### config.mk
export PLATFORM = sky130hd
export DESIGN_NAME = sprite_rom_arbiter
export DESIGN_NICKNAME = d
export VERILOG_FILES = /design/src/rtl/sprite_rom_arbiter.sv
export SDC_FILE = /design/constraint.sdc
export NUM_CORES = 1
export LEC_CHECK = 0
export ABC_CLOCK_PERIOD_IN_PS = 2000
export CORE_ASPECT_RATIO = 1.25
export CORE_MARGIN = 2
export CORE_UTILIZATION = 34
export DETAILED_ROUTE_END_ITERATION = 12
export PLACE_DENSITY = 0.87
export SLEW_MARGIN = 5
export SYNTH_ARGS = -nofsm -noshare
export SYNTH_HDL_FRONTEND = slang
export SYNTH_SLANG_ARGS = --single-unit
### constraint.sdc
create_clock -name vga_clk -period 2 [get_ports vga_clk]
set_input_delay 0.2 -clock vga_clk [delete_from_list [all_inputs] [get_ports vga_clk]]
set_output_delay 0.2 -clock vga_clk [all_outputs]
set_load 0.02 [all_outputs]
### src/rtl/sprite_rom_arbiter.sv
// Round-robin arbiter sharing one sprite ROM read port between NUM_REQ requesters.
// Define SPRITE_ARB_LOCK_EN to build the burst-lock FSM (ARB/LOCKED) and lock counter.
module sprite_rom_arbiter #(
  parameter int unsigned NUM_REQ  = 4,
  parameter int unsigned AW       = 11,
  parameter int unsigned DW       = 6,
  parameter int unsigned ROM_LAT  = 1,
  parameter int unsigned MAX_LOCK = 16
) (
  input  logic                  vga_clk,
  input  logic                  reset_n,
  input  logic [NUM_REQ-1:0]    req,
  input  logic [NUM_REQ*AW-1:0] addr,
  input  logic [NUM_REQ-1:0]    lock,
  output logic [NUM_REQ-1:0]    gnt,
  output logic [AW-1:0]         rom_addr,
  input  logic [DW-1:0]         rom_q,
  output logic [NUM_REQ-1:0]    rvalid,
  output logic [DW-1:0]         rdata
);

  localparam int unsigned PW = (NUM_REQ > 1) ? $clog2(NUM_REQ) : 1;

  logic [NUM_REQ-1:0] gnt_q, gnt_d;
  logic [AW-1:0]      rom_addr_q, rom_addr_d;
  logic [PW-1:0]      ptr_q, ptr_d;
  logic [NUM_REQ-1:0] tag_q [ROM_LAT];
  logic [NUM_REQ-1:0] rvalid_q;
  logic [DW-1:0]      rdata_q;

  logic [NUM_REQ-1:0] elig;
  logic               found;
  logic [PW-1:0]      win;
  logic [PW-1:0]      pick_idx;

`ifdef SPRITE_ARB_LOCK_EN
  localparam int unsigned CW = $clog2(MAX_LOCK + 1);

  typedef enum logic [0:0] {StArb, StLocked} state_e;

  state_e        state_q, state_d;
  logic [PW-1:0] owner_q, owner_d;
  logic [CW-1:0] lock_cnt_q, lock_cnt_d;
`else
  logic unused_lock;
  assign unused_lock = ^{lock, MAX_LOCK};
`endif

  // Arbitration: eligible set, round-robin pick from ptr, next grant/address/pointer.
  always_comb begin
    elig = req & ~gnt_q;
`ifdef SPRITE_ARB_LOCK_EN
    // While locked only the owner competes, and it may be re-granted every cycle.
    if (state_q == StLocked && lock[owner_q]) begin
      elig           = '0;
      elig[owner_q]  = req[owner_q];
    end
`endif
    found    = 1'b0;
    win      = '0;
    pick_idx = '0;
    for (int unsigned i = 0; i < NUM_REQ; i++) begin
      pick_idx = PW'((32'(ptr_q) + i) % NUM_REQ);
      if (!found && elig[pick_idx]) begin
        found = 1'b1;
        win   = pick_idx;
      end
    end

    gnt_d      = '0;
    rom_addr_d = rom_addr_q;
    ptr_d      = ptr_q;
    if (found) begin
      gnt_d[win] = 1'b1;
      for (int i = 0; i < NUM_REQ; i++) begin
        if (win == PW'(i)) begin
          rom_addr_d = addr[i*AW +: AW];
        end
      end
      ptr_d = PW'((32'(win) + 1) % NUM_REQ);
    end
  end

`ifdef SPRITE_ARB_LOCK_EN
  always_comb begin
    state_d    = state_q;
    owner_d    = owner_q;
    lock_cnt_d = lock_cnt_q;
    unique case (state_q)
      StArb: begin
        if (found && lock[win]) begin
          state_d    = StLocked;
          owner_d    = win;
          lock_cnt_d = '0;
        end
      end
      StLocked: begin
        if (!lock[owner_q]) begin
          // Owner let go: this cycle arbitrated normally, so a new locker may take over.
          if (found && lock[win]) begin
            owner_d    = win;
            lock_cnt_d = '0;
          end else begin
            state_d    = StArb;
            lock_cnt_d = '0;
          end
        end else if (found) begin
          if (lock_cnt_q == CW'(MAX_LOCK - 1)) begin
            state_d    = StArb;
            lock_cnt_d = '0;
          end else begin
            lock_cnt_d = lock_cnt_q + 1'b1;
          end
        end
      end
      default: begin
        state_d    = StArb;
        lock_cnt_d = '0;
      end
    endcase
  end

  always_ff @(posedge vga_clk or negedge reset_n) begin
    if (!reset_n) begin
      state_q    <= StArb;
      owner_q    <= '0;
      lock_cnt_q <= '0;
    end else begin
      state_q    <= state_d;
      owner_q    <= owner_d;
      lock_cnt_q <= lock_cnt_d;
    end
  end
`endif

  always_ff @(posedge vga_clk or negedge reset_n) begin
    if (!reset_n) begin
      gnt_q      <= '0;
      rom_addr_q <= '0;
      ptr_q      <= '0;
    end else begin
      gnt_q      <= gnt_d;
      rom_addr_q <= rom_addr_d;
      ptr_q      <= ptr_d;
    end
  end

  // Tag pipeline follows the read through the ROM; rvalid is its final stage.
  always_ff @(posedge vga_clk or negedge reset_n) begin
    if (!reset_n) begin
      for (int i = 0; i < ROM_LAT; i++) begin
        tag_q[i] <= '0;
      end
      rvalid_q <= '0;
      rdata_q  <= '0;
    end else begin
      tag_q[0] <= gnt_q;
      for (int i = 1; i < ROM_LAT; i++) begin
        tag_q[i] <= tag_q[i-1];
      end
      rvalid_q <= tag_q[ROM_LAT-1];
      rdata_q  <= rom_q;
    end
  end

  assign gnt      = gnt_q;
  assign rom_addr = rom_addr_q;
  assign rvalid   = rvalid_q;
  assign rdata    = rdata_q;

endmodule
==> results of run 1 <==
## power by group through the flow
stage / clock (mW) / sequential, mW / combinational (mW)
finish: 0.640 / 1.01 / 2.85
floorplan: 0 / 1.22 / 1.02
CTS: 0.646 / 0.999 / 2.39
detailed placement: 0 / 1.00 / 2.15
global route: 0.683 / 1.03 / 3.00
global placement: 0 / 0.985 / 2.07
## metrics by stage
stage,hold WS [ps],setup slack [ps],cell area (um^2),instances
6_report,348,-156,2930,317
5_1_grt,340,-210,2930,317
4_1_cts,351,-40.4,2760,312
3_5_place_dp,336,-597,2500,294
3_3_place_gp,332,-450,2500,294
2_1_floorplan,-95.6,-39.2,1540,148
## final cells by class
| cell class | instances | area (um^2) |
|---|---|---|
| timing repair buffer | 111 | 1100 |
| clock inverter | 2 | 35.0 |
| multi-input combinational | 97 | 807 |
| fill | 338 | 1400 |
| clock buffer | 6 | 82.6 |
| inverter | 12 | 45.0 |
| sequential | 31 | 781 |
| tap | 58 | 72.6 |
## kinds of logic after synthesis
logic type	Yosys count
and+or+nand+nor	40
adders and majority gates	4
muxes	11
AOI/OAI and AO/OA	42
buffers and inverters	20
DFF	31
## sequential cells by signal, summed over array words and instances, names as in the netlist
name,count
tag_q,4
ptr_q,2
rvalid,4
rom_addr,11
gnt,4
rdata,6
## cell usage after synthesis
library cell,instances
dfrtp_1,31
nor2_1,14
nand2_1,13
a21oi_1,12
inv_1,12
a31oi_1,11
mux2_4,9
o21ai_1,9
and2_1,4
buf_2,4
ha_1,4
nand2b_1,4
o21ai_0,4
mux2_2,2
nand3_1,2
nor2b_1,2
o22ai_1,2
buf_4,1
buf_6,1
clkbuf_1,1
clkbuf_4,1
nand4_1,1
o2111a_1,1
o2111ai_1,1
o21ai_2,1
o22a_1,1
## timing repair
| item | CTS | global route |
|---|---|---|
| endpoints found under the setup margin | 11 | 15 |
| resized for setup | 19 | 21 |
| buffers inserted | 9 | 4 |
| pin swaps | 4 | 7 |
| cloned | 1 | 2 |
## final timing paths
path                                     from                 endpoint  cells past startpoint
min                        tag_q[2]$_DFF_PN0_      rvalid[2]$_DFF_PN0_                      0
min in group asynchronous             reset_n     ptr_q[1]$_DFFE_PN0N_                      2
max reg2reg                  gnt[0]$_DFF_PN0_  rom_addr[2]$_DFFE_PN0P_                      9
min reg2reg                tag_q[2]$_DFF_PN0_      rvalid[2]$_DFF_PN0_                      0
max in group asynchronous             reset_n         gnt[3]$_DFF_PN0_                      2
max                          gnt[0]$_DFF_PN0_  rom_addr[2]$_DFFE_PN0P_                      9
## per-layer routing
| metal | wire [um] | share of wire | GRT usage |
|---|---|---|---|
| met1 | 1880 | 0.37 | 0.212 |
| met2 | 2860 | 0.56 | 0.331 |
| met3 | 231 | 0.045 | 0.0330 |
| met4 | 125 | 0.025 | 0.0848 |
| met5 | 0 | 0 | 0 |
## cells in the final DEF (no fill, tap or decap), types with 3 or more instances in the layout
cell / instances
a21oi_1: 3
a21oi_2: 9
a31oi_1: 11
and2_1: 4
buf_4: 24
buf_6: 3
clkbuf_8: 6
clkdlybuf4s50_1: 79
dfrtp_1: 27
dfrtp_2: 4
inv_1: 12
mux2_4: 9
nand2_1: 13
nand2b_4: 3
nor2_1: 12
o21ai_2: 11
==> metrics.md, run 1 <==
| Metric | Value |
|---|---|
| Starting Density | 0.348 |
| Syn. warnings | 0 |
| Mapped cell area | 1500 um^2 |
| Clock transition at the registers of the reported paths | 70 ps |
| Power density of the placed cells | 1540 nW/um^2 |
| Fmax | 464 MHz |
| Crit path time final | 2160 ps |
| Category of the worst setup path capture point | flip-flop |
| Post-detailed-routing wire length | 5100 um |
| # setup viols final | 11 |
| P_leak | 1.27 nW |
| Dominant combinational cell family by area after synthesis | compound AO/OA/AOI/OAI gates |
| Clock tree from TritonCTS | built |
| Number of DRC violations after detailed-routing iteration 0 | 38 |
| DRC violation count after routing | 0 |
| Overall fraction of global-route tracks in use | 0.185 |
| Final Hold Vio Count | 0 |
| Synthesized-area fraction occupied by ao, oa, aoi and oai cells | 0.162 |
| Area enclosed by the die boundary | 4970 um^2 |
| Mean area per synthesized cell | 10.2 um^2 |
| Crit path cell chain | nand2b_4 -> buf_6 -> nand4_1 -> o2111a_1 -> ha_4 -> buf_12 -> mux2_4 -> o21ai_4 -> a31oi_1 |
| Routability congestion estimate | 0.764 |
| Detailed-routing iteration count for the pre-antenna-repair pass | 5 |
| Post-synthesis cell count | 148 |
| Number of top-level design ports | 85 |
| Number of antenna violations at the first check in global routing | 0 |
| Die Y | 78.3 um |
| Share of the clock period used by the worst path after layout | 1.08 |
| Buffer depth of the longest clock path | 2 |
| Crit path required time | 2170 ps |
| Total negative setup slack | -1010 ps |
| Critical Path AT | 2320 ps |
| Net count, final | 322 |
| Largest fanout of any net on the critical path | 5 |
| Internal Power | 2.78 mW |
| Post-layout worst setup margin | -156 ps |
| Post-synth top area cell | dfrtp_1 |
| Max Transition Viols Final | 0 |
| First-pass GRT wire length | 7090 um |
| Final antenna-violating net count | 0 |
| Rows | 27 |
| Synthesized-area fraction occupied by adder cells | 0.0333 |
| Clock latency at the later pin of the worst-skew pair | 290 ps |
| Unique cell type count in the Yosys netlist | 26 |
| Cell types with the largest area share after synthesis | dfrtp_1, mux2_4, a31oi_1 |
| Post-synthesis net count | 212 |
| Routed vias | 1569 |
| Max rail drop VDD | 0.802 mV |
| Clock root buffer | clkbuf_8 |
| Switching power summed over all nets | 1.71 mW |
| Critical Path Source Type | flip-flop |
| Number of max-cap violations | 0 |
| Kind of critical path | flip-flop to flip-flop |
| Synthesis-stage register bit count | 31 |
| Worst Path Buf+Inv | 2 |
| Proportion of power drawn by the clock network | 0.142 |
| Pin count of the biggest net entering global routing | 32 |
| Core area | 4320 um^2 |
| Switching power share of the total | 0.381 |
| Tot Pwr | 4.50 mW |
| Antenna diodes | 0 |
| Cts bufs inserted | 5 |
| Util after Layout | 0.677 |
| Violated checks | setup timing |
| Port bufs | 80 |
| Status | finished with violations |
| Hold-fix buffers, CTS | 0 |
| Routed via count divided by cell count | 4.95 |
| Htree depth | 2 |
| Share of final-layout standard cells stronger than drive strength 1 | 0.336 |
| Mean routed wirelength per cell | 16.1 um |
| Class of the tightest hold or removal check | flip-flop to flip-flop |
| Max stage delay cell, worst path | dfrtp_2 |
| Multiplexer share of the synthesized area | 0.105 |
| Post-synthesis share of cell area spent on xor and xnor gates | 0 |
| Fraction of synthesized cell area taken by the top area cell type | 0.516 |
| Vias in the first global route | 1526 |
| Headroom to the max-slew limit | 0.733 |
| Unrepaired setup endpoints after global routing | true |
| Max Clock Skew | 7.94 ps |
| Area growth syn-to-layout | 94.8% |
| Gate family responsible for the most delay along the worst path | compound AO/OA/AOI/OAI gates |
| HPWL reported at the end of detailed placement | 3200 um |
| Share of power burned in registers | 0.224 |
| Slowest Stage Delay on Critical Path | 410 ps |
| Simple-gate portion of the synthesized area | 0.120 |
| Share of power burned in combinational logic | 0.633 |
| Die Width | 63.5 um |
| Setup slack on the worst flop-to-flop path | -160 ps |
| Actual transition at the worst max-transition pin | 400 ps |
| Total gr overflow | 0 |
| Fraction of the yosys area taken by sequential cells | 0.516 |
| # clock sinks | 31 |
(Power assumes the default switching activity.)
==> inputs of run 2 (changes only) <==
--- a/config.mk
+++ b/config.mk
@@ -10,6 +10,7 @@
 export CORE_MARGIN = 2
 export CORE_UTILIZATION = 34
 export DETAILED_ROUTE_END_ITERATION = 12
+export GPL_TIMING_DRIVEN = 0
 export PLACE_DENSITY = 0.87
 export SLEW_MARGIN = 5
 export SYNTH_ARGS = -nofsm -noshare
==> run 2 against run 1 <==
Net effect:
- the run still ends with setup timing left
- fmax increased by 2.0%
- final area decreased by 0.60%
- largest power group unchanged
- combinational power decreased by 2%
- sequential cell count unchanged
- non-clock buffer count decreased by 3
- via count decreased by 3.9%
- critical endpoint is now rom_addr[10]$_DFFE_PN0P_
- die area unchanged
- worst hold slack got worse by 2.8 ps
- wire length decreased by 11%
==> metrics.md, run 2 (synthesized netlist as in run 1, its figures left out) <==
| Metric | Value |
|---|---|
| Status | finished with violations |
| Violated checks | setup timing |
| Area enclosed by the die boundary | 4970 um^2 |
| Fmax | 473 MHz |
| Flip-flop count of the largest register after layout | 11 |
| Clock latency at the later pin of the worst-skew pair | 280 ps |
| Setup slack on the worst flop-to-flop path | -110 ps |
| Critical Path AT | 2280 ps |
| Dpl ws | -550 ps |
| Number of cells after detailed placement | 286 |
| DRC violation count after routing | 0 |
| Kind of critical path | flip-flop to flip-flop |
| Crit path time final | 2110 ps |
| Post-detailed-routing wire length | 4550 um |
| Number of top-level design ports | 85 |
| End point of the most critical hold path | rvalid[1]$_DFF_PN0_ |
| Number of max-cap violations | 0 |
| Htree depth | 2 |
| Share of the clock period used by the worst path after layout | 1.06 |
| Area growth syn-to-layout | 93.6% |
| Net count, final | 319 |
| Headroom to the max-slew limit | 0.538 |
| Reg-to-reg startpoint | gnt[1]$_DFF_PN0_ |
| Max Clock Skew | 6.46 ps |
| Mean routed wirelength per cell | 14.5 um |
| Max Transition Viols Final | 0 |
| Count of non-filler cells in the finished layout | 314 |
| # clock sinks | 31 |
| Clock tree from TritonCTS | built |
| Capturing point of the worst reg2reg path | rom_addr[10]$_DFFE_PN0P_ |
| Crit path required time | 2160 ps |
| Post-layout worst setup margin | -113 ps |
| Share of final-layout standard cells stronger than drive strength 1 | 0.340 |
| Cts bufs inserted | 5 |
| Critical Path Source Type | flip-flop |
| Starting Density | 0.348 |
| Final antenna-violating net count | 0 |
| # setup viols final | 11 |
| Vias in the first global route | 1603 |
| Total gr overflow | 0 |
| Core area | 4320 um^2 |
| Class of the tightest hold or removal check | flip-flop to flip-flop |
| Routed via count divided by cell count | 4.80 |
| Die Width | 63.5 um |
| Largest fanout of any net on the critical path | 5 |
| Clock transition at the registers of the reported paths | 70 ps |
| Unrepaired setup endpoints after global routing | true |
| First-pass GRT wire length | 7140 um |
| Commonest cells after routing, fill and taps aside | clkdlybuf4s50_1, dfrtp_1, buf_4, nand2_1, nor2_1 |
| Die Y | 78.3 um |
| Power density of the placed cells | 1530 nW/um^2 |
| Rows | 27 |
| Buffer depth of the longest clock path | 2 |
| Routability congestion estimate | 0.801 |
| Tot Pwr | 4.44 mW |
| Cell depth of the worst flop-to-flop path | 9 |
| Most common cell after layout, fill and taps aside | clkdlybuf4s50_1 |
| Actual transition at the worst max-transition pin | 693 ps |
| Port bufs | 80 |
| P_leak | 1.25 nW |
| Final Hold Vio Count | 0 |
| Clock root buffer | clkbuf_8 |
| Number of DRC violations after detailed-routing iteration 0 | 63 |
| Number of cells on the worst hold path | 0 |
| Overall fraction of global-route tracks in use | 0.188 |
| Antenna diodes | 0 |
| Routed vias | 1508 |
| Pin count of the biggest net entering global routing | 32 |
| Category of the worst setup path capture point | flip-flop |
| HPWL reported at the end of detailed placement | 2940 um |
| Critical hold path startpoint | tag_q[1]$_DFF_PN0_ |
| Detailed-routing iteration count for the pre-antenna-repair pass | 4 |
| Number of antenna violations at the first check in global routing | 0 |
| Max rail drop VDD | 0.859 mV |
## run 2: changes by cell type in the layout (fill, tap and decap cells not counted), sizes merged
cell	delta
buf	-2
clkbuf	-1
clkdlybuf4s50	-1
dlygate4sd3	+1
## run 2: metrics by stage
step            util  hold slack (ps)  area [um^2]  TNS [ps]
6_report       0.673              345         2910      -811
5_1_grt        0.673              345         2910     -1550
4_1_cts        0.652              348         2820      -588
3_5_place_dp   0.557              336         2410     -6140
3_3_place_gp   0.557              332         2410     -5310
2_1_floorplan      -            -95.6         1540      -347
## run 2: how the worst max path moves through the flow
stage | slack (ps) | to | startpoint | depth (start not counted)
after CTS | -80 | rom_addr[5]$_DFFE_PN0P_ | gnt[3]$_DFF_PN0_ | 9
after floorplan | -40 | rom_addr[10]$_DFFE_PN0P_ | gnt[1]$_DFF_PN0_ | 9
after global placement | -490 | rom_addr[2]$_DFFE_PN0P_ | req[1] | 10
after global routing | -180 | rom_addr[1]$_DFFE_PN0P_ | gnt[0]$_DFF_PN0_ | 9
after detailed placement | -550 | rom_addr[5]$_DFFE_PN0P_ | req[1] | 10
final | -110 | rom_addr[10]$_DFFE_PN0P_ | gnt[1]$_DFF_PN0_ | 9
## run 2: final cells by class
cell class / instances / area (um^2)
Buffer: 7 / 81.3
Sequential cell: 31 / 781
Timing Repair Buffer: 101 / 975
Inverter: 12 / 45.0
Clock buffer: 6 / 82.6
Fill cell: 334 / 1420
Multi-Input combinational cell: 97 / 837
Clock inverter: 2 / 35.0
Tap cell: 58 / 72.6
## run 2: metal layers
metal	global-route usage	up-vias	wire, um
li1	-	722	-
met1	0.194	705	1720
met2	0.323	68	2340
met3	0.0602	13	290
met4	0.124	0	194
met5	0	-	0
## run 2: timing repair
action,in CTS,in global routing
pin swaps,10,7
hold buffers,0,1
gates resized for setup,40,12
endpoints found under the hold margin,0,3
buffers inserted,17,3
setup endpoints to repair,12,13
gates cloned,1,0
## run 2: power breakdown
| group | internal [mW] | leakage (nW) | switching, mW |
|---|---|---|---|
| clock | 0.403 | 0.0612 | 0.227 |
| combinational | 1.49 | 0.819 | 1.30 |
| sequential | 0.873 | 0.372 | 0.145 |
## run 2: worst max-delay path, cell delays in order, from the launching register on
cell and delay, ps:
dfrtp_2 390, nand2b_4 140, nand4_1 150, buf_6 160, o2111a_2 270, ha_4 190
buf_16 140, mux2_4 300, o21ai_4 160, a31oi_4 90
==> inputs of run 3 (changes only) <==
--- a/config.mk
+++ b/config.mk
@@ -11,6 +11,7 @@
 export CORE_UTILIZATION = 34
 export DETAILED_ROUTE_END_ITERATION = 12
 export GPL_TIMING_DRIVEN = 0
+export MAX_ROUTING_LAYER = met4
 export PLACE_DENSITY = 0.87
 export SLEW_MARGIN = 5
 export SYNTH_ARGS = -nofsm -noshare
==> run 3 against run 2 <==
Net effect:
- the flow still finishes with violations (setup timing)
- sequential power about the same
- sequential share of layout area up 0.26 points
- first-iteration DRC count decreased by 24%
- via count unchanged
- final cell count unchanged
- combinational power fell by 4%
- setup slack better by 5.0 ps
- fmax is 0.24% higher
- clock skew grew 0.83 ps
- sequential cell count unchanged
- utilization decreased by 0.64 points
- largest power group unchanged
==> metrics.md, run 3 (synthesized netlist as in run 1, its figures left out) <==
| Metric | Value |
|---|---|
| Crit path time final | 2110 ps |
| Net count, final | 319 |
| Cts bufs inserted | 5 |
| Critical Path AT | 2270 ps |
| Post-detailed-routing wire length | 4420 um |
| Htree depth | 2 |
| Share of the clock period used by the worst path after layout | 1.05 |
| Number of antenna violations at the first check in global routing | 0 |
| Area growth syn-to-layout | 91.8% |
| Clock tree from TritonCTS | built |
| Routed via count divided by cell count | 4.80 |
| Max Transition Viols Final | 0 |
| Routed vias | 1508 |
| Share of final-layout standard cells stronger than drive strength 1 | 0.340 |
| Number of cells on the worst hold path | 0 |
| Mean routed wirelength per cell | 14.1 um |
| Core area | 4320 um^2 |
| Commonest cells after routing, fill and taps aside | clkdlybuf4s50_1, dfrtp_1, buf_4, nand2_1, nor2_1 |
| Buffer depth of the longest clock path | 2 |
| Most common cell after layout, fill and taps aside | clkdlybuf4s50_1 |
| P_leak | 1.25 nW |
| Max rail drop VDD | 0.833 mV |
| Vias in the first global route | 1607 |
| Port bufs | 80 |
| Max stage delay cell, worst path | dfrtp_2 |
| Antenna diodes | 0 |
| Count of non-filler cells in the finished layout | 314 |
| Actual transition at the worst max-transition pin | 684 ps |
| # setup viols final | 11 |
| Total negative setup slack | -733 ps |
| Rows | 27 |
| Max Clock Skew | 7.30 ps |
| Headroom to the max-slew limit | 0.544 |
| Clock root buffer | clkbuf_8 |
| Final Hold Vio Count | 0 |
| Status | finished with violations |
| Class of the tightest hold or removal check | flip-flop to flip-flop |
| Slowest Stage Delay on Critical Path | 410 ps |
| Total placed instance area | 2410 um^2 |
| Number of DRC violations after detailed-routing iteration 0 | 48 |
| Number of cells after detailed placement | 286 |
| Post-layout worst setup margin | -108 ps |
| Pin count of the biggest net entering global routing | 32 |
| Kind of critical path | flip-flop to flip-flop |
| Clock transition at the registers of the reported paths | 70 ps |
| Crit path required time | 2160 ps |
| Starting Density | 0.348 |
| First-pass GRT wire length | 7120 um |
| Violated checks | setup timing |
| Final antenna-violating net count | 0 |
| Number of max-cap violations | 0 |
| Crit path cell chain | nand2b_4 -> nand4_1 -> buf_6 -> o2111a_2 -> ha_4 -> buf_4 -> mux2_2 -> o21ai_2 -> a31oi_2 |
| Dpl ws | -550 ps |
| Die Y | 78.3 um |
| Clock latency at the later pin of the worst-skew pair | 290 ps |
| Power density of the placed cells | 1510 nW/um^2 |
| HPWL reported at the end of detailed placement | 2940 um |
| Largest fanout of any net on the critical path | 4 |
| Die Width | 63.5 um |
| Area enclosed by the die boundary | 4970 um^2 |
| Unrepaired setup endpoints after global routing | true |
| Fmax | 474 MHz |
| Category of the worst setup path capture point | flip-flop |
| Cell depth of the worst flop-to-flop path | 9 |
| Detailed-routing iteration count for the pre-antenna-repair pass | 4 |
| Tot Pwr | 4.35 mW |
| Area of all placed cells without fillers | 2880 um^2 |
| Critical Path Source Type | flip-flop |
| Routability congestion estimate | 0.812 |
| Overall fraction of global-route tracks in use | 0.193 |
| Flip-flop count of the largest register after layout | 11 |
| DRC violation count after routing | 0 |
| Number of top-level design ports | 85 |
| # clock sinks | 31 |
| Total gr overflow | 0 |
-- run 3: cell types whose count changed in the layout (fill, tap and decap cells not counted), sizes merged --
| cell | delta |
|---|---|
| buf | +1 |
| clkbuf | -1 |
-- run 3: area by class of cell --
class / instances / area [um^2]
Timing Repair Buffer: 101 / 975
Tap cell: 58 / 72.6
Sequential cell: 31 / 781
Buffer: 7 / 73.8
Clock buffer: 6 / 82.6
Inverter: 12 / 45.0
Fill cell: 331 / 1440
Clock inverter: 2 / 35.0
Multi-Input combinational cell: 97 / 817
-- run 3: metrics by stage --
step / hold slack (ps) / utilization
final: 347 / 0.666
after floorplan: -95.6 / -
after CTS: 348 / 0.652
after global routing: 346 / 0.666
after detailed placement: 336 / 0.557
after global placement: 332 / 0.557
-- run 3: repair_timing --
action                                 4_1_cts  5_1_grt
cloned                                       1        0
setup endpoints to repair                   12       13
hold buffers                                 0        1
pin swaps                                   10        8
endpoints found under the hold margin        0        1
setup buffers                               17        3
gates resized for setup                     40        9
-- run 3: final timing paths --
| path | from | to | slack [ps] |
|---|---|---|---|
| setup / recovery | gnt[2]$_DFF_PN0_ | rom_addr[1]$_DFFE_PN0P_ | -110 |
| setup reg to reg | gnt[2]$_DFF_PN0_ | rom_addr[1]$_DFFE_PN0P_ | -110 |
| hold reg to reg | tag_q[1]$_DFF_PN0_ | rvalid[1]$_DFF_PN0_ | 350 |
| hold / removal | tag_q[1]$_DFF_PN0_ | rvalid[1]$_DFF_PN0_ | 350 |
| max in group asynchronous | reset_n | gnt[3]$_DFF_PN0_ | 1030 |
| min in group asynchronous | reset_n | tag_q[0]$_DFF_PN0_ | 490 |
-- run 3: critical path, delay by kind of cell (launching register included) --
kind | cells | cell delay, ps
and+or+nand+nor | 2 | 300
muxes | 1 | 330
AOI/OAI and AO/OA | 3 | 490
DFF | 1 | 410
buffers and inverters | 2 | 250
adders and majority gates | 1 | 190
-- run 3: report_power, final --
group | internal (mW) | switching, mW | leakage (nW)
Combinational | 1.44 | 1.26 | 0.815
Sequential | 0.872 | 0.141 | 0.372
Clock | 0.403 | 0.229 | 0.0612
Total | 2.71 | 1.63 | 1.25
-- run 3: metal layers --
layer	vias to the layer above	routed length (um)	share of wire	track usage
met5	-	0	0	-
met2	70	2310	0.52	0.324
met4	0	192	0.043	0.124
li1	719	-	-	-
met3	14	270	0.061	0.0501
met1	705	1640	0.37	0.199
